[config.mk]
export PLATFORM = sky130hd
export DESIGN_NAME = csr_y_collector
export DESIGN_NICKNAME = d
export VERILOG_FILES = /design/src/rtl/csr_y_collector.sv
export SDC_FILE = /design/constraint.sdc
export NUM_CORES = 1
export LEC_CHECK = 0
export ABC_AREA = 1
export CAP_MARGIN = 10
export CORE_MARGIN = 1.5
export CORE_UTILIZATION = 60
export DETAILED_ROUTE_END_ITERATION = 16
export PLACE_DENSITY = 0.78
export SETUP_SLACK_MARGIN = 0.02
export SYNTH_ARGS = -nofsm -noshare
export SYNTH_HDL_FRONTEND = slang
export SYNTH_SLANG_ARGS = --single-unit
[constraint.sdc]
create_clock -name ap_clk -period 3 [get_ports ap_clk]
set_input_delay 0.6 -clock ap_clk [delete_from_list [all_inputs] [get_ports ap_clk]]
set_output_delay 0.6 -clock ap_clk [all_outputs]
set_load 0.01 [all_outputs]
[src/rtl/csr_y_collector.sv]
`default_nettype none
// ============================================================================
//  Module   : csr_y_collector
//  Purpose  : BRAM-like responder for the csr_spmv result port; captures y
//             writes, answers reads, and drains all rows over valid/ready.
//  Revision : 1.0  initial release
// ============================================================================
module csr_y_collector #(
  parameter int DATA_W = 32,
  parameter int ADDR_W = 3,
  parameter int DEPTH  = 8
) (
  input  logic              ap_clk,
  input  logic              ap_rst_n,
  input  logic              y_ce0,
  input  logic              y_we0,
  input  logic [ADDR_W-1:0] y_address0,
  input  logic [DATA_W-1:0] y_d0,
  output logic [DATA_W-1:0] y_q0,
  input  logic              ap_done,
  output logic              m_valid,
  input  logic              m_ready,
  output logic [DATA_W-1:0] m_data,
  output logic [ADDR_W-1:0] m_index,
  output logic              m_last,
  output logic [DEPTH-1:0]  wr_mask,
  output logic              addr_err,
  output logic              late_wr_err
);

  localparam logic [0:0]        S_CAPTURE = 1'b0;
  localparam logic [0:0]        S_DRAIN   = 1'b1;
  localparam logic [ADDR_W:0]   c_DEPTH   = (ADDR_W+1)'(DEPTH);
  localparam logic [ADDR_W-1:0] c_LAST    = ADDR_W'(DEPTH-1);

  logic [0:0]        r_state;
  logic [DATA_W-1:0] r_mem [DEPTH];
  logic [DATA_W-1:0] r_q;
  logic [ADDR_W-1:0] r_index;
  logic [DEPTH-1:0]  r_wr_mask;
  logic              r_addr_err;
  logic              r_late_err;

  logic              w_addr_ok;
  logic              w_wr;
  logic              w_rd;
  logic              w_beat;
  logic              w_last_beat;
  logic [DATA_W-1:0] w_rd_data;
  logic [DATA_W-1:0] w_m_data;

  // Extra top bit keeps the range test correct when DEPTH == 2**ADDR_W.
  assign w_addr_ok   = ({1'b0, y_address0} < c_DEPTH);
  assign w_wr        = y_ce0 & y_we0;
  assign w_rd        = y_ce0 & ~y_we0;
  assign w_beat      = (r_state == S_DRAIN) & m_ready;
  assign w_last_beat = w_beat & (r_index == c_LAST);

  always_comb begin
    w_rd_data = '0;
    w_m_data  = '0;
    for (int i = 0; i < DEPTH; i++) begin
      if (y_address0 == ADDR_W'(i)) w_rd_data = r_mem[i];
      if (r_index == ADDR_W'(i))    w_m_data  = r_mem[i];
    end
  end

  always_ff @(posedge ap_clk or negedge ap_rst_n) begin
    if (!ap_rst_n) begin
      r_state    <= S_CAPTURE;
      r_q        <= '0;
      r_index    <= '0;
      r_wr_mask  <= '0;
      r_addr_err <= 1'b0;
      r_late_err <= 1'b0;
      for (int i = 0; i < DEPTH; i++) r_mem[i] <= '0;
    end else begin
      // Reads are served in both states; out-of-range reads return zero.
      if (w_rd) r_q <= w_addr_ok ? w_rd_data : '0;
      if (y_ce0 && !w_addr_ok) r_addr_err <= 1'b1;

      case (r_state)
        S_CAPTURE: begin
          if (w_wr && w_addr_ok) begin
            for (int i = 0; i < DEPTH; i++) begin
              if (y_address0 == ADDR_W'(i)) begin
                r_mem[i]     <= y_d0;
                r_wr_mask[i] <= 1'b1;
              end
            end
          end
          if (ap_done) r_state <= S_DRAIN;
        end
        S_DRAIN: begin
          if (w_wr) r_late_err <= 1'b1;
          if (w_last_beat) begin
            r_state   <= S_CAPTURE;
            r_index   <= '0;
            r_wr_mask <= '0;
            for (int i = 0; i < DEPTH; i++) r_mem[i] <= '0;
          end else if (w_beat) begin
            r_index <= r_index + 1'b1;
          end
        end
        default: r_state <= S_CAPTURE;
      endcase
    end
  end

  assign y_q0        = r_q;
  assign m_valid     = (r_state == S_DRAIN);
  assign m_data      = w_m_data;
  assign m_index     = r_index;
  assign m_last      = (r_state == S_DRAIN) & (r_index == c_LAST);
  assign wr_mask     = r_wr_mask;
  assign addr_err    = r_addr_err;
  assign late_wr_err = r_late_err;

endmodule
`default_nettype wire

==> impl_metrics.csv, run 1 <==
group,metric,value,unit
status,status,"finished with violations",
status,violations,"negative setup slack",
logic_synthesis,yosys.area.top_type_share,45.2,%
global_route,gr-total-overflow,0,
timing,fin_crit_sh,107,%
logic_synthesis,synth.mux.area_fraction,0,%
timing,slew_headroom,25.2,%
timing,fin_crit,3.20,ns
logic_synthesis,synth_seq_cells,301,
logic_synthesis,synth_fp_nets,2503,
cells_and_area,area_growth,21.9,%
die,die_x,170,um
clocking,cts_root_buf,"clkbuf_16",
cells_and_area,antenna_cells,0,
place,dpl_worst_slack,0.0575,ns
logic_synthesis,synth_edf_count,0,
logic_synthesis,syn_area_per_cell,6.78,sq um
logic_synthesis,synth_xor_area_share,0,%
logic_synthesis,ys_types,26,
clocking,clockBufferDepth,3,
cells_and_area,final_cells,2951,
die,die-area,28800,sq um
global_route,grt_pass1_wl,88700,um
logic_synthesis,synth_compound_area_share,14.3,%
clocking,cts_tree,"built",
critical_path,start_kind,"register",
cells_and_area,final_area,20300,sq um
timing,finalClockSkew,0.0165,ns
timing,setup_ws,-0.203,ns
route,via_count,17200,
route,detailroute.wirelength.met2,27900,um
logic_synthesis,synthFlopType,"dfrtp_1",
route,route.detailed.drc,0,
critical_path,critPathArrivalTime,2.60,ns
run,maxCapViolCount,0,
critical_path,crit_fanout,8,
cells_and_area,finalNetCount,2603,
place,portBuffers,118,
critical_path,cp.required,2.40,ns
global_route,track_usage,40.0,%
logic_synthesis,synthAdderAreaFrac,0.451,%
worst_hold_path,hold_class,"primary input to async pin",
route,ant_nets,0,
die,core-area,27100,sq um
logic_synthesis,ys_top_cells_by_area,"dfrtp_1, nand2_1, o21ai_0",
timing,rsz0062_at_grt,"yes",
timing,hold_viol_final,0,
logic_synthesis,synth_area_leader_cell,"dfrtp_1",
clocking,cts.sinks,301,
pwr,p_per_area,998,nW/um^2
global_route,grt_max_degree,75,
pwr,finalPower,20.3,mW
place,hpwl,36100,um
clocking,cts_hold_buffers,0,
die,rows,60,
die,initial_utilization,61.4,%
logic_synthesis,synth_most_common_cell,"nand2_1",
place,placed_cell_area,18400,sq um
route,wire_per_inst,19.4,um
die,die_h,170,um
logic_synthesis,yosysWarnings,0,
route,top_layer_used,"met5",
logic_synthesis,synth_simple_gate_area_share,27.2,%
timing,slew_violations,0,
place,dp.cells,2865,
timing,setup_viol,32,
route,wirelength,57300,um
logic_synthesis,synthArstFlopShare,100,%
clocking,cts_buffers,35,
clocking,h-tree-depth,2,
logic_synthesis,syn_inst,2456,
logic_synthesis,synth_area,16700,sq um
timing,fmax,0.312,GHz
critical_path,crit_path_end_kind,"primary output",
pwr,peakVddDrop,0.000684,V
pwr,p_leak,10.1,nW
logic_synthesis,synth_common_cells,"nand2_1, inv_1, o21ai_0",
global_route,grt_antenna_before_repair,1,
logic_synthesis,ys_seq_area_share,45.2,%
timing,whs,0.0609,ns
timing,worst_slew_pin_slew,1.12,ns
route,drt_iter0_markers,1943,
critical_path,reg2reg_slack,0.18,ns
critical_path,critPathKind,"register to primary output",
route,viasPerCell,5.81,
place,place_congestion,0.950,
clocking,clkTransAtPathRegs,0.06,ns
route,wl_met1,20100,um
clocking,clock_latency,0.53,ns
cells_and_area,drive_above_1_share,12.8,%
global_route,grt_pass1_vias,16800,
die,io_pins,120,
logic_synthesis,synth_top_family_by_area,"simple AND/OR/NAND/NOR gates",
route,dr.pass1.iters,9,
route,met3_wirelength,4590,um
==> path summary, 6_finish.rpt <==
kind,from,to,depth (start not counted)
setup / recovery,m_index[0],m_data[29],15
setup reg to reg,m_index[1],wr_mask[7],13
hold / removal,ap_rst_n,r_mem[207],1
max in group asynchronous,ap_rst_n,r_mem[142],2
min in group ap_clk,late_wr_err,late_wr_err,1
hold reg to reg,late_wr_err,late_wr_err,1
==> state kept, by name (all words and copies together) (netlist names) <==
name         flops
wr_mask          8
m_index          3
y_q0            32
late_wr_err      1
m_valid          1
r_mem          256
==> power breakdown <==
group | switching, mW | total (mW) | internal, mW
clock | 1.71 | 4.12 | 2.40
combinational | 5.90 | 9.44 | 3.54
sequential | 1.04 | 6.71 | 5.67
total | 8.65 | 20.3 | 11.6
==> layout make-up <==
| cell class | instances | area [sq um] |
|---|---|---|
| inverters | 394 | 1480 |
| fillers | 2149 | 6800 |
| clock inverters | 5 | 36.3 |
| well taps | 372 | 465 |
| clock buffers | 55 | 1050 |
| multi-input cells | 1611 | 7490 |
| repair buffers | 213 | 2240 |
| flip-flops and latches | 301 | 7530 |
==> through the flow <==
step           util [%]  TNS (ns)
5_1_grt            74.9     -5.66
4_1_cts            73.6    -0.843
6_report           74.9     -3.79
3_3_place_gp       68.0         0
2_1_floorplan         -         0
3_5_place_dp       68.0         0
==> kinds of logic after synthesis <==
logic type,Yosys count
buffers and inverters,544
AO/OA/AOI/OAI,472
adder cells (fa/ha/maj),6
flip-flops,301
AND/OR/NAND/NOR,1132
other,1
==> metal layers <==
layer  up-vias  GRT usage (%)
li1       7803              -
met1      8089           46.3
met2       965           67.0
met3       296           6.76
met4         2           29.7
met5         -              0
==> cells in the final DEF (no fill, tap or decap), types with 3 or more instances in the layout <==
cell type and n:
nand4_1 77, inv_6 3, a21oi_1 141, buf_6 10, ha_4 4, buf_4 60, nor3_2 5, dfrtp_1 300
buf_12 20, clkbuf_8 10, clkdlybuf4s50_1 85, inv_2 6, clkinv_1 5, nand2_2 110, clkbuf_1 10, buf_16 7
o21ai_0 278, nand2_4 15, clkbuf_16 37, inv_1 382, nor2_1 126, nand2_1 740, nand3_1 54, o21ai_1 49
buf_2 27
==> worst max-delay path, cell delays in order (launching register included) <==
cell and delay [ns]:
dfrtp_1 0.43, buf_6 0.15, ha_4 0.16, nor3b_4 0.28, buf_6 0.19, buf_16 0.15, buf_6 0.10, nand2_2 0.03
nand2_1 0.05, nand2_1 0.05, nand2_1 0.08, nand2_1 0.06, nand2_1 0.08, nand2_1 0.06, nand2_1 0.07, buf_2 0.13
==> timing repair <==
item                                    CTS  global route
setup buffers                             9             8
gates resized for setup                 223           110
pin swaps                                42            78
endpoints found under the setup margin   33            33
cloned                                    9             2
Note: power is estimated with default switching activity, not from simulation.
==> run 2: changes to the inputs <==
CORE_ASPECT_RATIO = 0.75   (was not set)
SETUP_SLACK_MARGIN = not set   (was 0.02)
==> run 2 against run 1 <==
Net effect:
- the run ends with negative hold slack, negative setup slack left
- global-route usage down 1.5 points
- final cell count is 1.1% lower
- critical path depth is 1 lower
- combinational power is 5.3% lower
- hold slack lost 0.062 ns
- core utilization decreased by 1.5 points
- clock power fell by 9.7%
- sequential power hardly changed
- fmax rose by 1.7%
- register-to-register slack better by 0.29 ns
- count of clock-buffer cells in the layout decreased by 6
- critical path type unchanged
==> impl_metrics.csv, run 2 (same netlist as run 1, synthesis figures left out) <==
group,metric,value,unit
timing,fmax,0.317,GHz
route,ant_nets,0,
place,portBuffers,118,
die,initial_utilization,61.4,%
status,violations,"negative hold slack, negative setup slack",
timing,setup_ws,-0.150,ns
cells_and_area,mostFrequentLayoutCells,"nand2_1, inv_1, dfrtp_1",
critical_path,cp.required,2.40,ns
global_route,grt_max_degree,77,
die,core-area,27100,sq um
clocking,cts_root_buf,"clkbuf_16",
die,rows,52,
pwr,finalPower,19.4,mW
clocking,clock_latency,0.59,ns
pwr,peakVddDrop,0.000768,V
route,route.detailed.drc,0,
place,hpwl,35000,um
cells_and_area,multiInputGateArea,7330,sq um
route,wire_per_inst,18.7,um
timing,fin_crit_sh,105,%
run,maxCapViolCount,0,
clocking,h-tree-depth,1,
timing,fin_crit,3.15,ns
clocking,clockBufferDepth,3,
clocking,cts_hold_buffers,0,
critical_path,start_kind,"register",
clocking,clkTransAtPathRegs,0.07,ns
global_route,gr-total-overflow,0,
place,place_congestion,0.946,
critical_path,crit_path_end_kind,"primary output",
cells_and_area,drive_above_1_share,10.4,%
die,die-area,28800,sq um
cells_and_area,finalNetCount,2595,
cells_and_area,largest_reg_flops,256,
clocking,cts.sinks,301,
route,wirelength,54700,um
pwr,p_per_area,973,nW/um^2
route,via_count,16900,
timing,slew_headroom,33.7,%
cells_and_area,area_growth,19.6,%
route,viasPerCell,5.78,
cells_and_area,fill_cells,2211,
cells_and_area,top_register,"r_mem",
cells_and_area,antenna_cells,0,
global_route,grt_pass1_vias,16800,
pwr,p_leak,9.88,nW
die,io_pins,120,
cells_and_area,layout_commonest_cell,"nand2_1",
global_route,grt_pass1_wl,87400,um
timing,rsz0062_at_grt,"yes",
clocking,cts_tree,"built",
timing,tns,-3.45,ns
status,status,"finished with violations",
timing,finalClockSkew,0.0242,ns
global_route,grt_antenna_before_repair,0,
worst_hold_path,hold_class,"primary input to async pin",
route,drt_iter0_markers,1804,
die,die_h,147,um
timing,worst_slew_pin_slew,0.989,ns
route,dr.pass1.iters,6,
timing,setup_viol,31,
cells_and_area,layout.area.seq,7530,sq um
global_route,track_usage,38.5,%
timing,slew_violations,0,
critical_path,critPathKind,"register to primary output",
timing,hold_viol_final,1,
die,die_x,195,um
timing,whs,-0.00125,ns
critical_path,crit_fanout,7,
clocking,cts_buffers,31,
critical_path,critPathArrivalTime,2.55,ns
-- run 2: cell count changes in the layout (fill, tap and decap cells not counted), sizes merged --
cell and change:
bufbuf -1, dlymetal6s2s +1, clkdlybuf4s50 -1, inv -1, bufinv +1, clkbuf -8, buf -1
-- run 2: area by class of cell --
class / instances / area share (%)
flip-flops and latches: 301 / 37.8
multi-input cells: 1611 / 36.8
repair buffers: 209 / 10.9
inverters: 394 / 7.50
clock buffers: 49 / 4.44
well taps: 351 / 2.21
clock inverters: 5 / 0.270
-- run 2: power by group --
group / switching [mW] / leakage [nW] / internal (mW)
combinational: 5.56 / 5.45 / 3.38
clock: 1.64 / 0.458 / 2.08
sequential: 1.03 / 3.97 / 5.67
-- run 2: repair_timing --
action	4_1_cts	5_1_grt
gates resized for setup	212	64
pin swaps	31	60
setup endpoints to repair	33	33
setup buffers	13	1
gates cloned	7	0
-- run 2: metrics by stage --
step | worst slack, ns | instances | util, % | area (sq um)
finish | -0.150 | 2920 | 73.4 | 19900
global route | -0.266 | 2920 | 73.4 | 19900
CTS | -0.167 | 2922 | 73.0 | 19800
detailed placement | 0.0488 | 2848 | 68.1 | 18500
global placement | 0.0882 | 2848 | 68.1 | 18500
floorplan | 0.593 | 2456 | - | 16700
-- run 2: routing by layer --
layer	wire (um)	vias up	global-route usage, %	share of wire (%)
met1	20500	7867	47.1	37
met2	26200	972	64.1	48
li1	-	7779	-	-
met3	4160	271	5.81	7.6
met5	0	-	0	0
met4	3870	0	25.2	7.1
-- run 2: path summary, 6_finish.rpt --
| kind | startpoint | to | slack, ns | cells after the start |
|---|---|---|---|---|
| setup / recovery | m_index[0] | m_data[1] | -0.15 | 14 |
| hold / removal | ap_rst_n | r_mem[211] | -0.001 | 1 |
| setup reg to reg | m_index[0] | r_mem[207] | 0.47 | 13 |
| hold reg to reg | late_wr_err | late_wr_err | 0.48 | 1 |
| max in group asynchronous | ap_rst_n | r_mem[189] | 2.18 | 2 |
| min in group ap_clk | late_wr_err | late_wr_err | 0.48 | 1 |
-- run 2: worst max-delay path, cell delays in order (launching register included) --
cell and delay (ns):
dfrtp_2 0.45, buf_6 0.13, ha_4 0.17, nor3b_4 0.23, buf_4 0.18, buf_6 0.14, nand2_1 0.06, nand2_1 0.06
nand2_1 0.05, nand2_1 0.10, nand2_1 0.06, nand2_1 0.07, nand2_1 0.07, nand2_2 0.08, buf_6 0.11
